--- src/rtl/coin_acceptor.sv ---
// coin_acceptor_channel: one coin sensor path. Two-flop synchronizer, debouncer
// and saturating pending-credit counter.
//   clk, rst_n : clock, asynchronous active-low reset
//   raw        : asynchronous, possibly bouncing sensor line (active-high)
//   take       : release of one credit from this channel on this edge
//   pend       : current pending credit count
//   ovf_c      : combinational; insertion hit a full counter on this edge
module coin_acceptor_channel #(
  parameter int unsigned DEBOUNCE_CYCLES = 4,
  parameter int unsigned PEND_MAX        = 3
) (
  input  logic       clk,
  input  logic       rst_n,
  input  logic       raw,
  input  logic       take,
  output logic [2:0] pend,
  output logic       ovf_c
);

  localparam int unsigned CNT_W  = 8;
  localparam int unsigned PEND_W = 3;
  localparam logic [CNT_W-1:0]  CNT_LAST = CNT_W'(DEBOUNCE_CYCLES - 1);
  localparam logic [PEND_W-1:0] PEND_TOP = PEND_W'(PEND_MAX);

  logic             sync1;
  logic             s;
  logic             d;
  logic [CNT_W-1:0] cnt;
  logic             rise_c;
  logic             full_c;

  // Two-stage synchronizer; only the second stage is used downstream.
  always_ff @(posedge clk or negedge rst_n) begin
    if (!rst_n) begin
      sync1 <= 1'b0;
      s     <= 1'b0;
    end else begin
      sync1 <= raw;
      s     <= sync1;
    end
  end

  // The level flips on the edge where the mismatch count would reach
  // DEBOUNCE_CYCLES, so the insertion is visible on that same edge.
  assign rise_c = s && !d && (cnt == CNT_LAST);
  assign full_c = (pend == PEND_TOP);
  assign ovf_c  = rise_c && !take && full_c;

  // Debouncer: any agreement between s and d restarts the count.
  always_ff @(posedge clk or negedge rst_n) begin
    if (!rst_n) begin
      d   <= 1'b0;
      cnt <= '0;
    end else if (s != d) begin
      if (cnt == CNT_LAST) begin
        d   <= s;
        cnt <= '0;
      end else begin
        cnt <= cnt + CNT_W'(1);
      end
    end else begin
      cnt <= '0;
    end
  end

  // Pending counter; simultaneous insertion and release cancel out.
  always_ff @(posedge clk or negedge rst_n) begin
    if (!rst_n) begin
      pend <= '0;
    end else if (rise_c && !take) begin
      if (!full_c) begin
        pend <= pend + PEND_W'(1);
      end
    end else if (take && !rise_c) begin
      pend <= pend - PEND_W'(1);
    end
  end

endmodule

// coin_acceptor: conditions two raw coin sensors into credit pulses for the
// vending controller. Credits queue while hold (controller dispense) is high.
//   clk, rst_n     : clock, asynchronous active-low reset
//   raw5, raw10    : asynchronous coin sensor lines
//   hold           : release inhibit
//   coin5, coin10  : registered one-cycle credit pulses, never together
//   pend5, pend10  : pending credit counts
//   overflow       : sticky, an insertion found its counter saturated
module coin_acceptor #(
  parameter int unsigned DEBOUNCE_CYCLES = 4,
  parameter int unsigned PEND_MAX        = 3
) (
  input  logic       clk,
  input  logic       rst_n,
  input  logic       raw5,
  input  logic       raw10,
  input  logic       hold,
  output logic       coin5,
  output logic       coin10,
  output logic [2:0] pend5,
  output logic [2:0] pend10,
  output logic       overflow
);

  typedef enum logic {
    ARB_IDLE = 1'b0,
    ARB_GAP  = 1'b1
  } arb_state_t;

  arb_state_t state;
  logic       take5_c;
  logic       take10_c;
  logic       ovf5_c;
  logic       ovf10_c;

  coin_acceptor_channel #(
    .DEBOUNCE_CYCLES (DEBOUNCE_CYCLES),
    .PEND_MAX        (PEND_MAX)
  ) u_ch5 (
    .clk   (clk),
    .rst_n (rst_n),
    .raw   (raw5),
    .take  (take5_c),
    .pend  (pend5),
    .ovf_c (ovf5_c)
  );

  coin_acceptor_channel #(
    .DEBOUNCE_CYCLES (DEBOUNCE_CYCLES),
    .PEND_MAX        (PEND_MAX)
  ) u_ch10 (
    .clk   (clk),
    .rst_n (rst_n),
    .raw   (raw10),
    .take  (take10_c),
    .pend  (pend10),
    .ovf_c (ovf10_c)
  );

  // Release decision: 10-unit credits first; nothing during the gap cycle
  // that follows a pulse, so dispense has time to assert.
  assign take10_c = (state == ARB_IDLE) && !hold && (pend10 != 3'd0);
  assign take5_c  = (state == ARB_IDLE) && !hold && (pend10 == 3'd0) &&
                    (pend5 != 3'd0);

  // Release arbiter with registered pulses.
  always_ff @(posedge clk or negedge rst_n) begin
    if (!rst_n) begin
      state  <= ARB_IDLE;
      coin5  <= 1'b0;
      coin10 <= 1'b0;
    end else begin
      case (state)
        ARB_IDLE: begin
          coin10 <= take10_c;
          coin5  <= take5_c;
          if (take10_c || take5_c) begin
            state <= ARB_GAP;
          end
        end
        ARB_GAP: begin
          coin10 <= 1'b0;
          coin5  <= 1'b0;
          state  <= ARB_IDLE;
        end
        default: begin
          coin10 <= 1'b0;
          coin5  <= 1'b0;
          state  <= ARB_IDLE;
        end
      endcase
    end
  end

  // Sticky overflow flag.
  always_ff @(posedge clk or negedge rst_n) begin
    if (!rst_n) begin
      overflow <= 1'b0;
    end else if (ovf5_c || ovf10_c) begin
      overflow <= 1'b1;
    end
  end

endmodule

--- config.mk ---
export PLATFORM = sky130hd
export DESIGN_NAME = coin_acceptor
export DESIGN_NICKNAME = d
export VERILOG_FILES = /design/src/rtl/coin_acceptor.sv
export SDC_FILE = /design/constraint.sdc
export NUM_CORES = 1
export LEC_CHECK = 0
export ABC_CLOCK_PERIOD_IN_PS = 5900
export BUFFER_PORTS_ARGS = -buffer_cell sky130_fd_sc_hd__buf_2
export CAP_MARGIN = 20
export CORE_ASPECT_RATIO = 0.9
export CORE_MARGIN = 3
export CORE_UTILIZATION = 55
export DETAILED_ROUTE_END_ITERATION = 10
export HOLD_SLACK_MARGIN = 0.15
export PLACE_DENSITY = 0.79
export SYNTH_ARGS = -nofsm -noshare
export SYNTH_HDL_FRONTEND = slang
export SYNTH_SLANG_ARGS = --single-unit
--- constraint.sdc ---
create_clock -name clk -period 5.9 [get_ports clk]
set_input_delay 0.59 -clock clk [delete_from_list [all_inputs] [get_ports clk]]
set_output_delay 0.59 -clock clk [all_outputs]
set_load 0.05 [all_outputs]
* Yosys cells after proc, flatten, opt, wreduce, memory -nomap -nowiden
Index checks and enable logic that the tools add are counted.
** Storage, ports and cells
- Register bits :: 32
- Latch bits :: 0
- RAM bits :: 0
- ROM bits :: 0
- Input bits :: 5
- Output and inout port bits :: 9
- Memories :: 0
** Cells by class
- Add/sub/neg operators :: 6
- $mul :: 0
- Div/mod/pow operators :: 0
- $lt $le $gt $ge :: 0
- Eq/ne operators :: 8
- Shift operators :: 0
- Multiplexer cells :: 14
- Bitwise gates (word level) :: 1
- Reduce and logical (&&, ||, !) cells :: 32
** Operator list (count)
- 8-bit 2-to-1 mux :: 4
- 3-bit 2-to-1 mux :: 6
- 8-bit by 1-bit adder with 8-bit output (second input constant) :: 2
- 8-bit by 2-bit == test with 1-bit output (second input constant) :: 2
- 1-bit logical AND :: 14
- 2-bit AND reduction :: 4
- 1-bit zero test :: 7
- 3-bit by 1-bit adder with 3-bit output (second input constant) :: 2
- 3-bit by 2-bit == test with 1-bit output (second input constant) :: 2
- 1-bit one-hot mux with 2 select lines :: 3
- 3-bit nonzero test :: 2
- 3-bit by 1-bit subtractor with 3-bit output (second input constant) :: 2
- 2-bit != test (second input constant) :: 2
- 2-bit nonzero test :: 2
- 3-bit zero test :: 1
- 1-bit logical OR :: 2
- 1-bit != test :: 2
- 1-bit 2-to-1 mux :: 1
- 1-bit NOT :: 1

* Depth between registers and ports, before layout
- Word-level depth :: 8
- Depth in mapped cells :: 10

* Hierarchy
Synthesis repeated with hierarchy kept, for this count alone.
** Unflattened totals
- Cells, all modules :: 155
- Area, all modules :: 1651.6 um2
** Modules (own cells, without submodules)
- coin_acceptor_channel at u_ch5 :: times used 1, cells an instance 73, area each 745.7 um2, seq. area each 350.3 um2
- coin_acceptor_channel at u_ch10 :: times used 1, cells an instance 70, area each 743.2 um2, seq. area each 350.3 um2
- coin_acceptor :: times used 1, cells an instance 12, area each 162.7 um2, seq. area each 100.1 um2

* Least setup slack after synthesis
OpenSTA, ideal clock, no wires.
- Path type :: register -> register
- Start :: register u_ch10.cnt[4]
- End :: register u_ch10.pend[1]
- Setup time :: 116 ps
- Data arrival time :: 2576 ps
- Data required time :: 5784 ps
- Setup slack :: 3208 ps
- Cell stages (with the launch flop) :: 10
- Path buffers :: 0
- Path through :: dfrtp_1 -> or4_4 -> nor4b_4 -> and2_4 -> inv_2 -> fa_1 -> nand2_1 -> nor2_1 -> a21oi_1 -> o311ai_0
** On the way
- Cells in the longest elaborated chain, start to end :: 6
** Ends and longest elaborated chain
- from (decl) :: RTL line 28 : logic [CNT_W-1:0] cnt;
- from (signal assigned) :: RTL line 59 : cnt <= cnt + CNT_W'(1);
- 8-bit by 2-bit == test with 1-bit output * :: RTL line 45 : assign rise_c = s && !d && (cnt == CNT_LAST);
- 1-bit logical AND * :: RTL line 45
- 1-bit zero test :: RTL line 74 : end else if (take && !rise_c) begin
- 1-bit logical AND :: RTL line 74
- 2-bit nonzero test (no source line)
- 2-bit AND reduction (no source line)
- to (signal assigned) :: RTL line 72 : pend <= pend + PEND_W'(1);
- to (signal assigned) :: RTL line 75 : pend <= pend - PEND_W'(1);
- to (decl) :: RTL line 16 : output logic [2:0] pend,
Mark *: on every way between the ends. The rest lies on a longest branch, timed or not.
A chain may end at the register's enable or synchronous reset.

* Worst setup path in the final report
Ends and elaborated chain as after synthesis.

==> results.toml <==
[clock_tree]
cts_hold_buffers = 0
cts_tree = "yes"
cts_num_sinks = 32
clk_latency_ns = 0.32
cts_root_buf = "clkbuf_4"
cts-buffers-inserted = 5
ctsResizeCount = 0
cts.clk_slew.worst_paths_ns = 0.09
cts_max_path_buffers = 2
h-tree-depth = 2
postCtsSetupBuffers = 0

[timing]
hold_viol_final = 0
period_minus_slack_ns = 2.89
grt_setup_unrepaired = "no"
drv_slew = 0
tightest_slew_ns = 0.687
setup_slack_ns = 3.01
slew_headroom = 0.542
max_freq_ghz = 0.346
finalClockSkew_ns = 0.00519
finalSetupTns_ns = 0
finalSetupViolations = 0
period_share = 0.489

[logic_synthesis]
synth_area_leaders = "dfrtp_1 (52%), xor2_1 (5.7%), nor2_1 (4.4%)"
ys_ff_latch = 32
syn_area_per_cell_um2 = 10.8
synth_fa_ha_area_frac = 0.0588
netlist_area_mm2 = 0.00153
yosysSeqAreaShare = 0.523
synth-async-reset-ratio = 1.00
synthSimpleGateAreaFrac = 0.222
ys.flop_type = "dfrtp_1"
synth_cell_types = 36
syn_nets = 153
ys_warn_count = 0
synth_edf_count = 0
synthXorXnorAreaFrac = 0.0743
synth_area_leader_cell = "dfrtp_1"
synth.top_cell.area_share = 0.523
synth_top_family_by_area = "simple AND/OR/NAND/NOR gates"
synth_mux_area_frac = 0.00735
synthCells = 142
synth_compound_area_frac = 0.0874

[floorplanning]
start_util = 0.600
coreArea_mm2 = 0.00255
row_count = 17
die_w_um = 61.6
io_pins = 14
die-area_mm2 = 0.00345
dieHeight_um = 56.1

[power]
p_comb_frac = 0.411
ir_worst_vdd_mv = 0.171
p_per_area_mw_per_mm2 = 472
total_power_w = 0.000797
clock_power_share = 0.171
p_leak_nw = 0.807
p_sw_w = 0.000348
intPower_w = 0.000448
seqPwrFrac = 0.418
netSwitchingFraction = 0.437

[setup_path]
timing.rr.start = "u_ch10.cnt[4]$_DFF_PN0_"
reg2reg_slack_ns = 3.01
rr_worst_depth = 8
crit_required_ns = 6.10
worstSetupStartpointType = "flip-flop"
r2r_end = "u_ch10.pend[1]$_DFFE_PN0P_"
critPathArrivalTime_ns = 3.08
cp_max_fo = 9
setup.worst_path.class = "flip-flop to flip-flop"
endpoint_kind = "flip-flop"

[routing]
drc_errors = 0
firstDrtPassIters = 4
num_vias = 1070
drt_iter0_markers = 75
drt_wl_total_mm = 2.70
routed_via_density = 5.69
wire_per_inst_um = 14.4
ant_nets = 0

[status]
status = "completed"

[global_routing]
gr-usage-all-layers = 0.185
grt_pass1_vias = 1141
grt_pass1_wl_mm = 4.79
antenna_found_initial = 0
grt_max_degree = 33
grt-ovfl-total = 0

[cells_and_area]
final_cell_mix = "dfrtp_1 (32), nor2_1 (18), buf_2 (13)"
antenna_cells = 0
final_cell_area_mm2 = 0.00169
nNetsFinal = 171
seq_area_um2 = 801
fin_cells = 188
area_delta_synth_final_pct = 10.3
fillers = 195
multiInputGateArea_um2 = 689
drive_above_1_share = 0.188
final_common_cell = "dfrtp_1"

[flow_run]
cap_violations = 0

[hold_path]
min_path_type = "input pin to async pin"

[placement]
portBuffers = 13
dp_hpwl_mm = 1.94
dp_cells = 181
dp_slack_ns = 3.03
place.gp.congestion = 0.814
dpl_cell_area_mm2 = 0.00162
## registers in the layout, indices dropped and copies added, names as in the netlist, 3 cells and up
name,count
u_ch10.cnt,8
u_ch10.pend,3
u_ch5.cnt,8
u_ch5.pend,3
## worst max-delay path, stage by stage, from the launching register on
cell	delay [ns]
dfrtp_1	0.41
or4_4	0.56
nor4b_4	0.49
and2_4	0.24
inv_2	0.05
fa_1	0.50
o21bai_1	0.19
a32oi_1	0.17
o311ai_0	0.14
## cells by family (layout without fill, tap and decap cells)
logic type | count (synthesis) | in the layout
mux | 1 | 1
compound gates | 19 | 19
flops | 32 | 32
fa+ha+maj | 6 | 6
xor+xnor | 13 | 13
buf+inv | 11 | 29
simple gates | 60 | 60
## per-layer routing
layer  routed length (µm)  up-vias  GRT usage
li1                     -      523          -
met1                 1280      513      0.228
met2                 1240       26      0.274
met3                  117        8     0.0812
met4                   62        0     0.0818
met5                    0        -          0
## per-stage QoR
step                utilization  hold slack (ns)
finish                    0.662            0.296
floorplan                     -            0.294
detailed placement        0.636            0.338
global placement          0.636            0.333
global route              0.662            0.339
CTS                       0.662            0.308
## final cells by class
type                    instances  share of cell area
clock buffers                   7              0.0385
inverters                       9              0.0200
multi-input cells              99               0.408
flip-flops and latches         32               0.474
well taps                      28              0.0207
repair buffers                 13              0.0385
## power groups by stage
stage	combinational, W	clock [W]	sequential, W
after floorplan	0.000165	0	0.000417
after detailed placement	0.000328	0	0.000337
after global routing	0.000362	0.000153	0.000343
after global placement	0.000313	0	0.000331
final	0.000328	0.000136	0.000333
after CTS	0.000330	0.000141	0.000332
## cells in the mapped netlist (all sizes together) (2+ instances only)
library cell	n
dfrtp	32
nor2	18
nand3	10
xor2	10
inv	9
nand2	6
and3	5
nand2b	5
o21ai	5
a21oi	4
ha	4
nand3b	3
nor3	3
xnor2	3
a31oi	2
and2	2
clkbuf	2
fa	2
nor2b	2
## worst max-delay path by stage
| stage | slack (ns) | startpoint | cells after the start | to |
|---|---|---|---|---|
| after floorplan | 3.21 | u_ch10.cnt[4]$_DFF_PN0_ | 9 | u_ch10.pend[1]$_DFFE_PN0P_ |
| after global placement | 3.15 | u_ch10.cnt[4]$_DFF_PN0_ | 9 | u_ch10.pend[1]$_DFFE_PN0P_ |
| after detailed placement | 3.03 | u_ch10.cnt[4]$_DFF_PN0_ | 8 | u_ch10.pend[1]$_DFFE_PN0P_ |
| after CTS | 3.00 | u_ch10.cnt[4]$_DFF_PN0_ | 9 | u_ch10.pend[1]$_DFFE_PN0P_ |
| after global routing | 2.80 | u_ch10.cnt[4]$_DFF_PN0_ | 9 | u_ch10.pend[1]$_DFFE_PN0P_ |
| final | 3.01 | u_ch10.cnt[4]$_DFF_PN0_ | 8 | u_ch10.pend[1]$_DFFE_PN0P_ |
Note: power is estimated with default switching activity, not from simulation.
